File: src/rtl/proj_scheduler.sv
// Token sequencer for the QKV projection unit: fetch, start, feed, wait, then Q/K/V writeback beats.
// Optional WAIT-state watchdog enabled by defining PROJ_TIMEOUT_EN.
module proj_scheduler #(
   parameter int MAX_TOK = 128,
   parameter int AW      = 8,
   parameter int TIMEOUT = 1024
) (
   input  logic          clk,
   input  logic          rst_n,
   input  logic          cmd_valid,
   output logic          cmd_ready,
   input  logic [AW-1:0] cmd_len,
   input  logic          abort,
   output logic          tok_rd_en,
   output logic [AW-1:0] tok_rd_addr,
   input  logic          tok_rd_valid,
   output logic          proj_start,
   output logic          proj_in_valid,
   input  logic          proj_out_valid,
   output logic          wb_valid,
   input  logic          wb_ready,
   output logic [1:0]    wb_sel,
   output logic [AW-1:0] wb_addr,
   output logic          busy,
   output logic          done,
   output logic          err
);

   typedef enum logic [2:0] {
      S_IDLE, S_FETCH, S_RDWAIT, S_ISSUE, S_FEED, S_WAIT, S_WRITE, S_DONE
   } state_t;

   localparam logic [AW-1:0] ONE = AW'(1);

   state_t        state;
   logic [AW-1:0] tok_idx;
   logic [AW-1:0] len_q;
   logic          last_tok;

   // Configurations where AW cannot index MAX_TOK tokens elaborate this empty scope.
   if (MAX_TOK >= (1 << AW) || TIMEOUT < 2) begin : g_bad_cfg
   end

`ifdef PROJ_TIMEOUT_EN
   localparam int TW = $clog2(TIMEOUT + 1);
   logic [TW-1:0] tmo_cnt;
`endif

   assign last_tok = (tok_idx == len_q - ONE);

   // Outputs are set on the transition into the state they belong to, so they are
   // registered yet line up cycle-for-cycle with the state register.
   always_ff @(posedge clk or negedge rst_n) begin
      if (!rst_n) begin
         state         <= S_IDLE;
         cmd_ready     <= 1'b1;
         busy          <= 1'b0;
         tok_rd_en     <= 1'b0;
         tok_rd_addr   <= '0;
         proj_start    <= 1'b0;
         proj_in_valid <= 1'b0;
         wb_valid      <= 1'b0;
         wb_sel        <= 2'd0;
         wb_addr       <= '0;
         done          <= 1'b0;
         err           <= 1'b0;
         tok_idx       <= '0;
         len_q         <= '0;
`ifdef PROJ_TIMEOUT_EN
         tmo_cnt       <= '0;
`endif
      end else begin
         tok_rd_en     <= 1'b0;
         proj_start    <= 1'b0;
         proj_in_valid <= 1'b0;
         done          <= 1'b0;
         if (abort) begin
            state     <= S_IDLE;
            cmd_ready <= 1'b1;
            busy      <= 1'b0;
            wb_valid  <= 1'b0;
            wb_sel    <= 2'd0;
            tok_idx   <= '0;
         end else begin
            case (state)
               S_IDLE: begin
                  if (cmd_valid && cmd_ready) begin
                     len_q     <= cmd_len;
                     tok_idx   <= '0;
                     err       <= 1'b0;
                     cmd_ready <= 1'b0;
                     busy      <= 1'b1;
                     if (cmd_len == '0) begin
                        state <= S_DONE;
                        done  <= 1'b1;
                     end else begin
                        state       <= S_FETCH;
                        tok_rd_en   <= 1'b1;
                        tok_rd_addr <= '0;
                     end
                  end
               end
               S_FETCH: state <= S_RDWAIT;
               S_RDWAIT: begin
                  if (tok_rd_valid) begin
                     state      <= S_ISSUE;
                     proj_start <= 1'b1;
                  end
               end
               S_ISSUE: begin
                  state         <= S_FEED;
                  proj_in_valid <= 1'b1;
               end
               S_FEED: begin
                  state <= S_WAIT;
`ifdef PROJ_TIMEOUT_EN
                  tmo_cnt <= '0;
`endif
               end
               S_WAIT: begin
                  if (proj_out_valid) begin
                     state    <= S_WRITE;
                     wb_valid <= 1'b1;
                     wb_sel   <= 2'd0;
                     wb_addr  <= tok_idx;
                  end
`ifdef PROJ_TIMEOUT_EN
                  else if (tmo_cnt == TW'(TIMEOUT - 1)) begin
                     err   <= 1'b1;
                     done  <= 1'b1;
                     state <= S_DONE;
                  end else begin
                     tmo_cnt <= tmo_cnt + 1'b1;
                  end
`endif
               end
               S_WRITE: begin
                  if (wb_ready) begin
                     if (wb_sel == 2'd2) begin
                        wb_valid <= 1'b0;
                        wb_sel   <= 2'd0;
                        if (last_tok) begin
                           state <= S_DONE;
                           done  <= 1'b1;
                        end else begin
                           tok_idx     <= tok_idx + ONE;
                           tok_rd_addr <= tok_idx + ONE;
                           tok_rd_en   <= 1'b1;
                           state       <= S_FETCH;
                        end
                     end else begin
                        wb_sel <= wb_sel + 2'd1;
                     end
                  end
               end
               S_DONE: begin
                  state     <= S_IDLE;
                  cmd_ready <= 1'b1;
                  busy      <= 1'b0;
               end
               default: state <= S_IDLE;
            endcase
         end
      end
   end

endmodule

File: config.mk
export PLATFORM = sky130hd
export DESIGN_NAME = proj_scheduler
export DESIGN_NICKNAME = d
export VERILOG_FILES = /design/src/rtl/proj_scheduler.sv
export SDC_FILE = /design/constraint.sdc
export NUM_CORES = 1
export LEC_CHECK = 0
export BUFFER_PORTS_ARGS = -buffer_cell sky130_fd_sc_hd__buf_2
export CORE_MARGIN = 2
export CORE_UTILIZATION = 55
export CTS_CLUSTER_DIAMETER = 50
export DETAILED_ROUTE_END_ITERATION = 8
export GPL_ROUTABILITY_DRIVEN = 0
export GPL_TIMING_DRIVEN = 0
export MAX_ROUTING_LAYER = met4
export PLACE_DENSITY_LB_ADDON = 0.05
export SLEW_MARGIN = 20
export SYNTH_ARGS = -nofsm -noshare
export SYNTH_HDL_FRONTEND = slang
export SYNTH_SLANG_ARGS = --single-unit
File: constraint.sdc
create_clock -name clk -period 2.9 [get_ports clk]
set_input_delay 0.435 -clock clk [delete_from_list [all_inputs] [get_ports clk]]
set_output_delay 0.435 -clock clk [all_outputs]
set_load 0.1 [all_outputs]
==> results.cfg <==
[outcome]
status = complete, no violations

[drt]
drt-initial-drc-count = 109
highest_layer = met4
wirelength_um = 4950
via_per_inst = 5.66
met3RoutedLength_um = 195
drt-met1-wl_um = 2390
wl_met2_um = 2310
drc = 0
ant_nets = 0
wl_per_cell_um = 14.6
firstDrtPassIters = 4
vias = 1912

[clock_network]
cts_hold_buf = 0
cts-htree-levels = 2
numCtsBuffers = 5
clkSlewWorstSetupHoldPaths_ns = 0.08
root_buffer = clkbuf_8
cts_resized = 0
cts_setup_buffers = 0
clock_latency_ns = 0.30
clkSinkCount = 44
cts_tree = built
cts_max_path_buffers = 2

[worst_setup_path]
critical_path_arrival_ns = 2.90
reg2reg_depth = 10
startpoint = len_q[0]
end_kind = flop
crit_type = flop to flop
crit_required_ns = 3.09
reg2reg_slack_ns = 0.19
timing.rr.start = len_q[0]
startpoint_type = flop
crit_path_max_fanout = 10

[timing]
finalCritPeriodShare_pct = 93.6
min_period_ns = 2.71
fmax_mhz = 368
grt_setup_unrepaired = false
whs_ns = 0.126
worst_pin_slew_ns = 0.592
report.final.slew_viol_count = 0
hold_viol_final = 0
max_slew_margin_pct = 59.5
setup_viol = 0
finalSetupTns_ns = 0
skew_ns = 0.00718

[synthesis]
synth_sequential_area_ratio_pct = 46.8
yosys_warnings = 0
postSynthAreaPerCell_um2 = 9.77
ys_seq_elements = 44
syn_inst = 241
synth_ff_type = dfrtp_1
synth_edf_count = 0
syn-num-nets = 258
async_flop_share_pct = 100
ys_types = 48
netlist_area_mm2 = 0.00235

[cells_and_area]
final_cell_mix = dfrtp_1 (43), buf_2 (39), nand2_1 (36)
nFillCells = 333
regArea_mm2 = 0.00110
layout_commonest_cell = dfrtp_1
area_growth_syn_to_layout_pct = 16.2
antenna_cells = 0
multi_input_area_mm2 = 0.00117
drive_gt1_share_pct = 24.7
fin_nets = 304

[die]
fp.dieH_um = 69.4
rows = 23
design.die.area_mm2 = 0.00482
initial_utilization_pct = 58.0
fp.dieW_um = 69.4
io-pin-count = 41
core_area_mm2 = 0.00406

[global_route]
overflow = 0
grt_max_degree = 45
antenna_found_initial = 0
grt_pass1_wl_um = 8660
grt_pass1_vias = 1817
grtUsageTotal_pct = 22.9

[power]
vdd_ir_drop_max_mv = 0.533
power_density_mw_per_mm2 = 763
p_leak_nw = 1.43

[hold_path]
hp-class = input port to async pin

[placed_design]
post-dp-hpwl_um = 3610
portBuffers = 39

[job]
cap_violations = 0
[logic make-up (layout without fill, tap and decap cells)]
group	after synthesis	in the layout	synth area share (%)
mux	11	11	5.58
xor+xnor	10	10	3.72
buf+inv	17	64	3.56
fa+ha+maj	2	2	1.06
simple gates	97	97	21.0
other cells	1	1	0.159
flops	44	44	46.8
compound gates	59	59	18.1
[critical path, stage by stage, from the launching register on]
cell and delay, ns:
dfrtp_1 0.46, inv_1 0.09, ha_1 0.30, o21bai_1 0.19
a2111oi_0 0.41, a311o_1 0.22, o211a_1 0.18, buf_6 0.14
o22a_1 0.16, buf_6 0.15, mux2_4 0.30
[final timing paths]
kind	end
hold / removal	wb_addr[1]
min in group clk	len_q[2]
setup reg to reg	tok_rd_addr[2]
max in group asynchronous	cmd_ready
setup / recovery	tok_rd_addr[2]
hold reg to reg	tok_rd_addr[6]
[synthesized netlist by cell type, types with 3 or more instances]
cell / n / share of area (%)
nor3_1: 6 / 1.3
nand2_1: 36 / 5.7
a21oi_1: 7 / 1.5
clkbuf_1: 6 / 0.96
a211oi_1: 7 / 2.2
or3_1: 3 / 0.80
mux2_2: 9 / 4.3
nor4_1: 5 / 1.3
nor2b_1: 9 / 2.4
nand3_1: 8 / 1.7
o21ai_0: 9 / 1.9
a22o_1: 3 / 1.1
nor2_1: 12 / 1.9
a21o_1: 10 / 3.2
o2bb2ai_1: 3 / 1.1
xor2_1: 4 / 1.5
dfrtp_1: 43 / 46
or2_2: 3 / 0.80
o21bai_1: 3 / 0.96
a31oi_1: 3 / 0.80
inv_1: 7 / 1.1
xnor2_1: 6 / 2.2
nand2b_1: 5 / 1.3
[stage by stage]
stage	area, um^2	util, %	power, mW	worst slack (ns)	cells
floorplan	2350	-	1.44	0.496	241
global placement	2610	64.4	1.59	0.218	330
detailed placement	2610	64.4	1.61	0.176	330
CTS	2730	67.4	2.11	0.169	338
global route	2740	67.4	2.23	0.0577	338
finish	2740	67.4	2.09	0.186	338
[layout make-up]
class,instances,share of cell area [%]
Clock inverter,2,1.42
Multi-Input combinational cell,180,42.7
Sequential cell,44,40.3
Buffer,10,2.10
Timing Repair Buffer,39,7.22
Tap cell,50,2.29
Clock buffer,6,3.02
Inverter,7,0.960
[registers in the layout, indices dropped and copies added (netlist names)]
name,cells
wb_valid,1
tok_rd_en,1
cmd_ready,1
done,1
state,3
tok_rd_addr,8
len_q,8
proj_in_valid,1
tok_idx,8
busy,1
proj_start,1
wb_addr,8
wb_sel,2
[per-layer routing]
layer  up-vias  GRT usage [%]
met5         -              -
met4         0           5.88
met3         5           4.51
met2        42           34.8
met1       908           31.8
li1        957              -
[power breakdown]
group / total (mW) / internal, mW / switching [mW]
logic: 0.764 / 0.283 / 0.481
clock network: 0.493 / 0.282 / 0.211
registers: 0.830 / 0.701 / 0.129
(Power assumes the default switching activity.)
